**src/rtl/psum_post.sv**
```systemverilog
// psum_post: post-processing stage behind the signed MAC.
// Adds a per-channel bias and round-shifts the sum. The result is saturated
// to WIDTH, then passed through an optional ReLU. Results are buffered in a
// small valid/ready FIFO. A credit-style psum_ready goes back to the MAC
// sequencer, and sticky saturation/drop flags record exceptions.
module psum_post #(
  parameter int WIDTH   = 16,
  parameter int SHIFT   = 4,
  parameter int DEPTH   = 4,
  parameter int RELU_EN = 1
) (
  input  logic                    clk,
  input  logic                    rstb,
  input  logic signed [WIDTH-1:0] psum_in,
  input  logic                    psum_last,
  input  logic signed [WIDTH-1:0] bias,
  output logic                    psum_ready,
  output logic signed [WIDTH-1:0] out_data,
  output logic                    out_valid,
  input  logic                    out_ready,
  output logic                    sat_flag,
  output logic                    drop_flag
);

  localparam int PTR_W   = (DEPTH > 1) ? $clog2(DEPTH) : 1;
  localparam int CNT_W   = PTR_W + 1;
  localparam int SUM_W   = WIDTH + 2;
  localparam int RND_INT = (SHIFT > 0) ? (1 << ((SHIFT > 0) ? SHIFT - 1 : 0)) : 0;

  localparam logic signed [SUM_W-1:0] RND   = SUM_W'(RND_INT);
  localparam logic signed [SUM_W-1:0] MAX_V = {3'b000, {(WIDTH-1){1'b1}}};
  localparam logic signed [SUM_W-1:0] MIN_V = {3'b111, {(WIDTH-1){1'b0}}};
  localparam logic [CNT_W-1:0]        CNT_ONE   = CNT_W'(1);
  localparam logic [CNT_W-1:0]        CNT_DEPTH = CNT_W'(DEPTH);
  localparam logic [PTR_W-1:0]        PTR_ONE   = PTR_W'(1);

  // Stage 1 registers
  logic signed [SUM_W-1:0] s1_sum;
  logic                    s1_valid;

  // Stage 2 combinational results
  logic signed [SUM_W-1:0] s2_rnd;
  logic signed [SUM_W-1:0] s2_shr;
  logic signed [WIDTH-1:0] s2_sat;
  logic signed [WIDTH-1:0] s2_data;
  logic                    s2_clamp;

  // FIFO state
  logic signed [WIDTH-1:0] mem [DEPTH];
  logic [PTR_W-1:0]        wr_ptr;
  logic [PTR_W-1:0]        rd_ptr;
  logic [PTR_W-1:0]        rd_ptr_inc;
  logic [CNT_W-1:0]        count;
  logic [CNT_W-1:0]        count_next;

  logic accept;
  logic push;
  logic pop;

  // Credit accounting counts the in-flight stage-1 result as occupied, so a
  // stage-2 write can never meet a full FIFO. A same-cycle pop is not credited.
  always_comb begin
    psum_ready = (count + CNT_W'(s1_valid)) < CNT_DEPTH;
    accept     = psum_last & psum_ready;
    push       = s1_valid;
    pop        = out_valid & out_ready;
    rd_ptr_inc = rd_ptr + PTR_ONE;
  end

  // Stage 1: capture the completed dot product plus bias in a widened sum
  always_ff @(posedge clk) begin
    if (rstb) begin
      s1_valid <= 1'b0;
      s1_sum   <= '0;
    end else begin
      s1_valid <= accept;
      if (accept) begin
        s1_sum <= {{2{psum_in[WIDTH-1]}}, psum_in} + {{2{bias[WIDTH-1]}}, bias};
      end
    end
  end

  // Stage 2: round half up, arithmetic shift, saturate, then optional ReLU
  always_comb begin
    s2_rnd   = s1_sum + RND;
    s2_shr   = s2_rnd >>> SHIFT;
    s2_sat   = s2_shr[WIDTH-1:0];
    s2_clamp = 1'b0;
    if (s2_shr > MAX_V) begin
      s2_sat   = {1'b0, {(WIDTH-1){1'b1}}};
      s2_clamp = 1'b1;
    end else if (s2_shr < MIN_V) begin
      s2_sat   = {1'b1, {(WIDTH-1){1'b0}}};
      s2_clamp = 1'b1;
    end
    s2_data = s2_sat;
    if ((RELU_EN != 0) && s2_sat[WIDTH-1]) begin
      s2_data = '0;
    end
  end

  // Occupancy after this cycle's push and pop
  always_comb begin
    count_next = count;
    case ({push, pop})
      2'b10:   count_next = count + CNT_ONE;
      2'b01:   count_next = count - CNT_ONE;
      default: count_next = count;
    endcase
  end

  // FIFO storage is written at the tail whenever stage 2 holds a result
  always_ff @(posedge clk) begin
    if (!rstb && push) begin
      mem[wr_ptr] <= s2_data;
    end
  end

  // FIFO pointers, count and the registered head/valid outputs
  always_ff @(posedge clk) begin
    if (rstb) begin
      wr_ptr    <= '0;
      rd_ptr    <= '0;
      count     <= '0;
      out_valid <= 1'b0;
      out_data  <= '0;
    end else begin
      if (push) wr_ptr <= wr_ptr + PTR_ONE;
      if (pop)  rd_ptr <= rd_ptr_inc;
      count     <= count_next;
      out_valid <= (count_next != '0);
      if (pop) begin
        if (count >= CNT_W'(2)) begin
          out_data <= mem[rd_ptr_inc];
        end else if (push) begin
          out_data <= s2_data;
        end
      end else if ((count == '0) && push) begin
        out_data <= s2_data;
      end
    end
  end

  // Sticky exception flags, cleared only by reset
  always_ff @(posedge clk) begin
    if (rstb) begin
      sat_flag  <= 1'b0;
      drop_flag <= 1'b0;
    end else begin
      if (s1_valid && s2_clamp)      sat_flag  <= 1'b1;
      if (psum_last && !psum_ready)  drop_flag <= 1'b1;
    end
  end

endmodule

```
**config.mk**
```make
export PLATFORM = sky130hd
export DESIGN_NAME = psum_post
export DESIGN_NICKNAME = d
export VERILOG_FILES = /design/src/rtl/psum_post.sv
export SDC_FILE = /design/constraint.sdc
export NUM_CORES = 1
export LEC_CHECK = 0
export CAP_MARGIN = 20
export CORE_MARGIN = 2
export CORE_UTILIZATION = 63
export CTS_BUF_LIST = sky130_fd_sc_hd__clkbuf_4 sky130_fd_sc_hd__clkbuf_8
export DETAILED_ROUTE_END_ITERATION = 10
export GPL_TIMING_DRIVEN = 0
export PLACE_DENSITY = 0.94
export SYNTH_ARGS = -nofsm -noshare
export SYNTH_HDL_FRONTEND = slang
export SYNTH_SLANG_ARGS = --single-unit
export TNS_END_PERCENT = 10
```
**constraint.sdc**
```tcl
create_clock -name clk -period 4.2 [get_ports clk]
set_input_delay 0.42 -clock clk [delete_from_list [all_inputs] [get_ports clk]]
set_output_delay 0.42 -clock clk [all_outputs]
set_load 0.005 [all_outputs]
```
==> results.json, run 1 <==
{
  "status": "finished, final reports clean",
  "io_buffer_count": 54,
  "fin_skew_ns": 0.008301,
  "track_usage": 0.2569,
  "netlist_top_cells_area": "edfxtp_1, dfxtp_1, mux4_2",
  "ys_seq_area_frac": 0.5100,
  "worst-path-max-fanout": 10,
  "fin_crit_ns": 2.501,
  "hold_class": "register to register",
  "cp_top_family": "compound AO/OA/AOI/OAI gates",
  "fmax_mhz": 399.8,
  "ys_types": 69,
  "synthesis.instances": 425,
  "hpwl_um": 7487,
  "power.density_mw_per_mm2": 416.0,
  "start_util": 0.6586,
  "die-area_mm2": 0.008380,
  "regToRegEndpoint": "out_data[12]",
  "holdWs_ns": 0.4729,
  "die_h_um": 91.55,
  "preCtsSetupSlack_ns": 1.375,
  "cp-start-kind": "input pin",
  "hold_violations": 0,
  "cts_buffers": 9,
  "holdCritStartpoint": "sat_flag",
  "p_leak_uw": 0.002024,
  "vias": 3641,
  "r2r_cells": 7,
  "ys_ff_latch": 95,
  "final_nets": 552,
  "placementRows": 31,
  "cts_tree": "yes",
  "setup_slack_ns": 1.699,
  "cap_violations": 0,
  "startpoint": "out_ready",
  "insertion_delay_ns": 0.35,
  "power_uw": 2390,
  "finalCoreUtilization": 0.7838,
  "rsz0062_at_grt": "false",
  "slew_violations": 0,
  "grt_pass1_vias": 3572,
  "ys.warnings.count": 0,
  "firstDrtPassIters": 5,
  "r2r_start": "push",
  "grt_max_degree": 16,
  "avgSynthCellArea_um2": 11.36,
  "cts_resized": 0,
  "ys_async_sr_fraction": 0,
  "drive_gt1_frac": 0.1102,
  "synth_ff_type": "edfxtp_1",
  "setup_violations": 0,
  "finalCritPeriodShare": 0.5955,
  "grt_pass1_wl_um": 16950,
  "antenna_cells": 0,
  "die_x_um": 91.55,
  "cts-root-buf": "clkbuf_8",
  "fin_tns_setup_ns": 0,
  "peakVddDrop_uv": 197.3,
  "arrival_ns": 2.77,
  "routed_wl_um": 10210,
  "drt_iter0_markers": 386,
  "cts_hold_buffers": 0,
  "netlist_area_mm2": 0.004828,
  "cp_num_cells": 8,
  "via_per_inst": 6.089,
  "yosysTopAreaCellShare": 0.3483,
  "max_slew_margin": 0.3765,
  "cts.clk_slew.worst_paths_ns": 0.08,
  "drc": 0,
  "tightest_slew_ns": 0.9352,
  "io_pins": 56,
  "max_stage_delay_ns": 0.77,
  "antenna_found_initial": 0,
  "htree_levels": 3,
  "post_cts.repair.setup_buffers": 0,
  "ant_nets": 0,
  "grt_remaining_overflow": 0,
  "cp-end-kind": "register",
  "path_class": "input pin to register",
  "crit_end": "out_data[12]",
  "crit_required_ns": 4.47,
  "regToRegSetupSlack_ns": 1.83,
  "yosys.area.top_type": "edfxtp_1",
  "clock-sinks": 95,
  "coreArea_mm2": 0.007331,
  "cts.path.max_buffers": 2,
  "synth_edf_count": 56,
  "crit_slowest_cell": "a22oi_1",
  "path_buf_inv": 3,
  "path_cells": "clkdlybuf4s50_1 -> nand2_1 -> inv_1 -> ha_1 -> a22oi_1 -> clkbuf_1 -> o21ai_0 -> a31oi_1",
  "routedWlPerCell_um": 17.08,
  "gp_routability_congestion": 0.9041,
  "area_growth_pct": 18.99
}
-- worst min path at each step --
stage	to	depth (start not counted)
2_1_floorplan	drop_flag	2
3_3_place_gp	sat_flag	1
3_5_place_dp	sat_flag	1
4_1_cts	sat_flag	1
5_1_grt	sat_flag	1
6_report	sat_flag	1
-- power breakdown --
group	internal (uW)	switching [uW]	total [uW]
logic	261	293	554
registers	1070	56.9	1130
clock network	406	299	705
-- cell type report --
| cell class | count | area, um^2 |
|---|---|---|
| Clock inverter | 5 | 98.84 |
| Buffer | 19 | 85.08 |
| Tap cell | 99 | 123.9 |
| Inverter | 16 | 60.06 |
| Clock buffer | 11 | 138.9 |
| Sequential cell | 95 | 2462 |
| Multi-Input combinational cell | 299 | 2236 |
| Fill cell | 429 | 1585 |
| Timing Repair Buffer | 54 | 540.5 |
-- state kept, by name, summed over array words and instances, names as in the netlist, 2 cells and up --
name / count
wr_ptr: 2
rd_ptr: 2
s1_sum: 14
count: 3
mem: 56
out_data: 14
-- through the flow --
| stage | cell area (um^2) | instances |
|---|---|---|
| after floorplan | 4843 | 429 |
| after global placement | 5508 | 582 |
| after detailed placement | 5508 | 582 |
| after CTS | 5746 | 598 |
| after global routing | 5746 | 598 |
| final | 5746 | 598 |
-- cells in the mapped netlist (all sizes together) (4+ instances only) --
cell type	instances
nor3	5
nor2	35
dfxtp	39
nand3	15
a21oi	29
inv	16
clkbuf	11
and3	7
xor2	9
edfxtp	56
nand2	36
o21ai	24
o21a	4
buf	8
or3	9
o211ai	4
ha	21
xnor2	10
a211oi	4
nand4	4
a31oi	9
o2111ai	4
nor4	5
mux4	14
-- cell usage in the layout, fill, tap and decap left out, types with 7 or more instances in the layout --
| cell type | instances |
|---|---|
| edfxtp_1 | 56 |
| clkdlybuf4s50_1 | 54 |
| dfxtp_1 | 39 |
| nand2_1 | 35 |
| nor2_1 | 35 |
| a21oi_1 | 28 |
| ha_1 | 21 |
| o21ai_0 | 18 |
| inv_1 | 15 |
| mux4_2 | 14 |
| nand3_1 | 13 |
| clkbuf_1 | 11 |
| xnor2_1 | 10 |
| xor2_1 | 9 |
| a31oi_1 | 9 |
| clkbuf_8 | 9 |
| or3_1 | 8 |
| and3_1 | 7 |
-- kinds of logic (layout without fill, tap and decap cells) --
kind of cell / Yosys count / count (layout) / share of synthesized area
XOR/XNOR: 19 / 19 / 0.03446
AO/OA/AOI/OAI: 107 / 107 / 0.1570
AND/OR/NAND/NOR: 130 / 130 / 0.1397
other: 1 / 5 / 0.0007767
buffers and inverters: 35 / 105 / 0.03006
adder cells (fa/ha/maj): 22 / 22 / 0.05856
flip-flops: 95 / 95 / 0.5100
multiplexers: 16 / 16 / 0.06945
-- metal layers --
metal  part of all wire  global-route usage  vias to the layer above
met4              0.015             0.07702                        0
met2               0.52              0.4547                      162
met5                  0                   0                        -
met3              0.057             0.03651                       18
met1               0.41              0.3270                     1719
li1                   -                   -                     1742
Power figures use the tool's default switching activity.
==> inputs of run 2 (changes only) <==
--- a/config.mk
+++ b/config.mk
@@ -7,11 +7,11 @@
 export LEC_CHECK = 0
 export CAP_MARGIN = 20
 export CORE_MARGIN = 2
-export CORE_UTILIZATION = 63
+export CORE_UTILIZATION = 53
 export CTS_BUF_LIST = sky130_fd_sc_hd__clkbuf_4 sky130_fd_sc_hd__clkbuf_8
 export DETAILED_ROUTE_END_ITERATION = 10
 export GPL_TIMING_DRIVEN = 0
-export PLACE_DENSITY = 0.94
+export PLACE_DENSITY = 0.85
 export SYNTH_ARGS = -nofsm -noshare
 export SYNTH_HDL_FRONTEND = slang
 export SYNTH_SLANG_ARGS = --single-unit
==> constraint.sdc (replaced) <==
create_clock -name clk -period 2 [get_ports clk]
set_input_delay 0.2 -clock clk [delete_from_list [all_inputs] [get_ports clk]]
set_output_delay 0.2 -clock clk [all_outputs]
set_load 0.005 [all_outputs]
==> run 2 against run 1 <==
  * First-iteration DRC count shrank 28%
  * Clock skew grew 0.00054 ns
  * Combinational power is 120% higher
  * Power increased by 110%
  * Clock power increased by 99%
  * Worst hold slack improved by 0.0045 ns
  * Utilization shrank 11 points
  * Register-to-register slack worse by 1.8 ns
  * Routed wire length is 3.3% higher
  * Worst setup slack got worse by 1.7 ns
  * Sequential power is 110% higher
  * Die area increased by 18%
  * Critical path type is now register to register
  * Highest routed layer unchanged
==> results.json, run 2 (synthesized netlist as in run 1, its figures left out) <==
{
  "status": "finished, final reports clean",
  "setup_violations": 0,
  "preCtsSetupSlack_ns": -0.6296,
  "hold_class": "register to register",
  "startpoint": "s1_sum[3]",
  "routed_wl_um": 10550,
  "setup_slack_ns": 0.01183,
  "cts_buffers": 9,
  "cp-start-kind": "register",
  "cts.clk_slew.worst_paths_ns": 0.09,
  "layout_commonest_cell": "edfxtp_1",
  "clock-sinks": 95,
  "start_util": 0.5510,
  "drc": 0,
  "cpMostUsedCell": "a21oi_1",
  "r2r_start": "s1_sum[3]",
  "arrival_ns": 2.29,
  "die_x_um": 99.45,
  "coreArea_mm2": 0.008763,
  "rsz0062_at_grt": "true",
  "fin_tns_setup_ns": 0,
  "multiInputGateArea_mm2": 0.002320,
  "pwr-share-comb": 0.245,
  "finalCritPeriodShare": 0.9941,
  "io_pins": 56,
  "htree_levels": 3,
  "max_stage_delay_ns": 0.55,
  "regToRegSetupSlack_ns": 0.01,
  "crit_required_ns": 2.30,
  "die-area_mm2": 0.009889,
  "fillers": 656,
  "drt_iter0_markers": 277,
  "gp_routability_congestion": 0.9389,
  "fin_skew_ns": 0.008839,
  "slew_violations": 0,
  "seq_area_mm2": 0.002467,
  "grt_pass1_vias": 3610,
  "io_buffer_count": 54,
  "peakVddDrop_uv": 366.1,
  "tightest_slew_ns": 0.7781,
  "antenna_cells": 0,
  "max_slew_margin": 0.4758,
  "max_flop_register": "mem",
  "cts_hold_buffers": 0,
  "fin_crit_ns": 1.988,
  "mostFrequentLayoutCells": "edfxtp_1, clkdlybuf4s50_1, nor2_1, dfxtp_1, nand2_1",
  "fmax_mhz": 503.0,
  "cp-end-kind": "register",
  "vias": 3684,
  "firstDrtPassIters": 5,
  "grt_pass1_wl_um": 17100,
  "final_nets": 557,
  "routedWlPerCell_um": 17.23,
  "die_h_um": 99.45,
  "cts_tree": "yes",
  "worst-path-max-fanout": 7,
  "track_usage": 0.2200,
  "hpwl_um": 7554,
  "internal-power_uw": 3579,
  "holdCritStartpoint": "sat_flag",
  "placementRows": 34,
  "p_clk_frac": 0.280,
  "largest_reg_flops": 56,
  "top_regs": "mem x56, out_data x14, s1_sum x14",
  "hold_violations": 0,
  "power_switching_uw": 1431,
  "path_cells": "ha_4 -> nand2_2 -> o41a_1 -> buf_4 -> nor3_2 -> a21oi_1 -> a21oi_1",
  "path_class": "register to register",
  "grt_remaining_overflow": 0,
  "pwr-share-seq": 0.475,
  "swShare": 0.2857,
  "area_growth_pct": 21.77,
  "crit_slowest_cell": "o41a_1",
  "cts-root-buf": "clkbuf_8",
  "insertion_delay_ns": 0.37,
  "ant_nets": 0,
  "grt_max_degree": 17,
  "power.density_mw_per_mm2": 852.1,
  "drive_gt1_frac": 0.1567,
  "p_leak_uw": 0.002059,
  "antenna_found_initial": 0,
  "cts.path.max_buffers": 2,
  "via_per_inst": 6.020,
  "cap_violations": 0
}
## run 2: timing repair
item	in CTS	in global routing
pin swaps	1	4
gates resized for setup	7	24
endpoints found under the setup margin	43	34
hold endpoints to repair	0	0
setup buffers	2	3
## run 2: metal layers
metal | vias up | routed length [um] | GRT usage
met2 | 142 | 5395 | 0.3825
met4 | 0 | 214 | 0.08957
met5 | - | 0 | 0
met1 | 1758 | 4355 | 0.2741
li1 | 1763 | - | -
met3 | 21 | 580 | 0.03584
## run 2: area by class of cell
type                       count  area share
sequential                    95      0.4197
timing repair buffer          59     0.09874
tap                          108     0.02298
clock buffer                  10     0.02235
buffer                        19     0.01575
multi-input combinational    299      0.3946
inverter                      16     0.01021
clock inverter                 6     0.01575
## run 2: through the flow
step / hold slack, ns / cell area (um^2) / util / total power [uW] / instances
5_1_grt: 0.5034 / 5879 / 0.6709 / 5229 / 612
6_report: 0.4773 / 5879 / 0.6709 / 5010 / 612
4_1_cts: 0.4834 / 5781 / 0.6596 / 4975 / 609
2_1_floorplan: 0.3375 / 4843 / - / 3113 / 429
3_5_place_dp: 0.4708 / 5519 / 0.6298 / 3562 / 591
3_3_place_gp: 0.4659 / 5519 / 0.6298 / 3508 / 591
## run 2: worst paths after layout
| check | cells after the start | endpoint |
|---|---|---|
| worst max-delay path | 7 | out_data[2] |
| worst min register to register | 1 | sat_flag |
| worst min-delay path | 1 | sat_flag |
| worst max register to register | 7 | out_data[2] |
## run 2: worst max-delay path: cells and delay by family, from the launching register on
kind	cells	cell delay, ns
AO/OA/AOI/OAI	3	0.79
flip-flops	1	0.40
AND/OR/NAND/NOR	2	0.33
buffers and inverters	1	0.22
adder cells (fa/ha/maj)	1	0.17
## run 2: power groups by stage
stage               combinational (uW)  sequential, uW  clock [uW]
finish                            1230            2380        1400
global route                      1350            2400        1480
CTS                               1190            2370        1410
detailed placement                1150            2420           0
global placement                  1100            2410           0
floorplan                          712            2400           0
==> inputs of run 3 (changes only) <==
--- a/config.mk
+++ b/config.mk
@@ -5,6 +5,7 @@
 export SDC_FILE = /design/constraint.sdc
 export NUM_CORES = 1
 export LEC_CHECK = 0
+export ABC_AREA = 1
 export CAP_MARGIN = 20
 export CORE_MARGIN = 2
 export CORE_UTILIZATION = 53
==> run 3 against run 2 <==
  * Sequential share of layout area down 0.52 points
  * Worst hold slack got worse by 0.18 ns
  * Clock power fell by 9%
  * Non-clock buffer count shrank 3
  * Die area grew 3.5%
  * Design area increased by 1.1%
  * Utilization is 2.5 points lower
  * Worst setup slack improved by 0.079 ns
  * Sequential power hardly changed
  * Critical path depth decreased by 3
  * Clock-buffer cell count down 1
  * Highest routed layer unchanged
==> results.json, run 3 <==
{
  "status": "finished, final reports clean",
  "hold_class": "input pin to register",
  "rsz0062_at_grt": "true",
  "drc": 0,
  "htree_levels": 3,
  "yosysTopAreaCellShare": 0.3361,
  "post_cts.repair.setup_buffers": 0,
  "p_clk_frac": 0.251,
  "synth.most_common_cell": "nand2_1",
  "startpoint": "count[1]",
  "yosys.area.top_type": "edfxtp_1",
  "avgSynthCellArea_um2": 8.395,
  "synth_ff_type": "edfxtp_1",
  "holdWs_ns": 0.2993,
  "synthesis.instances": 596,
  "routedWlPerCell_um": 14.78,
  "hpwl_um": 8883,
  "finalCoreUtilization": 0.6464,
  "r2r_cells": 10,
  "top_regs": "mem x56, out_data x14, s1_sum x14",
  "antenna_found_initial": 0,
  "arrival_ns": 1.71,
  "hold_violations": 0,
  "gp_routability_congestion": 0.9851,
  "grt_pass1_wl_um": 18910,
  "antenna_cells": 0,
  "mostFrequentLayoutCells": "nand2_1, inv_1, edfxtp_1, a21oi_1, clkdlybuf4s50_1",
  "die-area_mm2": 0.01023,
  "cts_hold_buffers": 0,
  "ant_nets": 0,
  "max_flop_register": "mem",
  "area_growth_pct": 18.80,
  "synth_edf_count": 56,
  "max_slew_margin": 0.5972,
  "worst-path-max-fanout": 4,
  "power_switching_uw": 1627,
  "crit_required_ns": 1.80,
  "io_buffer_count": 53,
  "drt_iter0_markers": 322,
  "grt_pass1_vias": 4208,
  "slew_violations": 0,
  "die_h_um": 101.2,
  "track_usage": 0.2381,
  "cts-root-buf": "clkbuf_8",
  "pwr-share-seq": 0.473,
  "pwr-share-comb": 0.276,
  "final_nets": 726,
  "post_dp_cell_area_mm2": 0.005725,
  "ys_ff_latch": 95,
  "fin_skew_ns": 0.01047,
  "final_area_mm2": 0.005944,
  "place_inst": 768,
  "ys_async_sr_fraction": 0,
  "path_cells": "nand3_1 -> xor2_1 -> inv_1 -> clkdlybuf4s50_1",
  "coreArea_mm2": 0.009196,
  "insertion_delay_ns": 0.37,
  "ys.warnings.count": 0,
  "cp-end-kind": "primary output",
  "peakVddDrop_uv": 402.1,
  "largest_reg_flops": 56,
  "firstDrtPassIters": 5,
  "tightest_slew_ns": 0.6042,
  "cp-start-kind": "register",
  "cts.clk_slew.worst_paths_ns": 0.09,
  "via_per_inst": 5.415,
  "cts_buffers": 9,
  "drive_gt1_frac": 0.07132,
  "setup_violations": 0,
  "swShare": 0.3191,
  "cap_violations": 0,
  "placementRows": 35,
  "netlist_top_cells_area": "edfxtp_1, dfxtp_1, nand2_1",
  "path_class": "register to primary output",
  "regToRegEndpoint": "out_valid",
  "synth_commonest_cells": "nand2_1, inv_1, edfxtp_1",
  "fmax_mhz": 523.8,
  "ys_seq_area_frac": 0.4921,
  "power.density_mw_per_mm2": 857.5,
  "clock-sinks": 95,
  "start_util": 0.5441,
  "finalCritPeriodShare": 0.9545,
  "cts_tree": "yes",
  "regToRegSetupSlack_ns": 0.13,
  "netlist_area_mm2": 0.005004,
  "vias": 4245,
  "grt_max_degree": 18,
  "crit_end": "psum_ready",
  "routed_wl_um": 11580,
  "r2r_start": "out_valid",
  "fin_crit_ns": 1.909,
  "internal-power_uw": 3471,
  "die_x_um": 101.2,
  "max_stage_delay_ns": 0.47,
  "cts.path.max_buffers": 2,
  "crit_slowest_cell": "clkdlybuf4s50_1",
  "fin_tns_setup_ns": 0,
  "layout.cells.non_filler": 784,
  "p_leak_uw": 0.002638,
  "ys_types": 34,
  "io_pins": 56,
  "grt_remaining_overflow": 0,
  "layout_commonest_cell": "nand2_1"
}
==> run 3: layout make-up <==
type / count / area [um^2]
clock buffers: 9 / 123.9
inverters: 85 / 319.1
clock inverters: 7 / 80.08
flip-flops and latches: 95 / 2464
multi-input cells: 402 / 2150
fillers: 734 / 3252
repair buffers: 57 / 568.0
well taps: 111 / 138.9
plain buffers: 18 / 101.3
==> run 3: critical path, delay by kind of cell, from the launching register on <==
family	cells	cell delay, ns
buf+inv	2	0.57
flops	1	0.39
xor+xnor	1	0.26
simple gates	1	0.12
==> run 3: routing by layer <==
metal	vias up	GRT usage	wire, um
li1	2111	-	-
met1	1956	0.2703	4522
met2	152	0.4386	6095
met3	26	0.03589	603
met4	0	0.1102	363
met5	-	0	0
==> run 3: worst min-delay path by stage <==
stage | from | to | cells past startpoint | slack [ns]
after floorplan | sat_flag | sat_flag | 2 | 0.42
after global placement | sat_flag | sat_flag | 2 | 0.41
after detailed placement | sat_flag | sat_flag | 2 | 0.43
after CTS | rstb | s1_sum[10] | 4 | 0.29
after global routing | rstb | s1_sum[10] | 4 | 0.33
final | rstb | s1_sum[10] | 4 | 0.30
==> run 3: power by group through the flow <==
stage,sequential (uW),clock [uW],combinational [uW]
final,2410,1280,1410
after CTS,2410,1290,1390
after detailed placement,2450,0,1380
after floorplan,2440,0,847
after global routing,2430,1370,1590
after global placement,2440,0,1330
==> run 3: kinds of logic (layout without fill, tap and decap cells) <==
family / count (synthesis) / in the layout / share of synthesized area
other cells: 1 / 5 / 0.0007495
xor+xnor: 13 / 13 / 0.02276
compound gates: 116 / 116 / 0.1333
buf+inv: 103 / 176 / 0.08402
fa+ha+maj: 22 / 22 / 0.05651
simple gates: 246 / 246 / 0.2106
flops: 95 / 95 / 0.4921
==> run 3: metrics by stage <==
stage                     setup slack, ns  power [uW]
final                             0.09102        5097
after global routing            -0.009441        5383
after CTS                         0.04026        5093
after detailed placement          -0.4721        3828
after global placement            -0.3355        3767
after floorplan                    0.2988        3285
==> run 3: what timing repair did <==
item,in CTS,in global routing
gates resized for setup,1,6
endpoints found under the setup margin,11,18
endpoints found under the hold margin,0,0
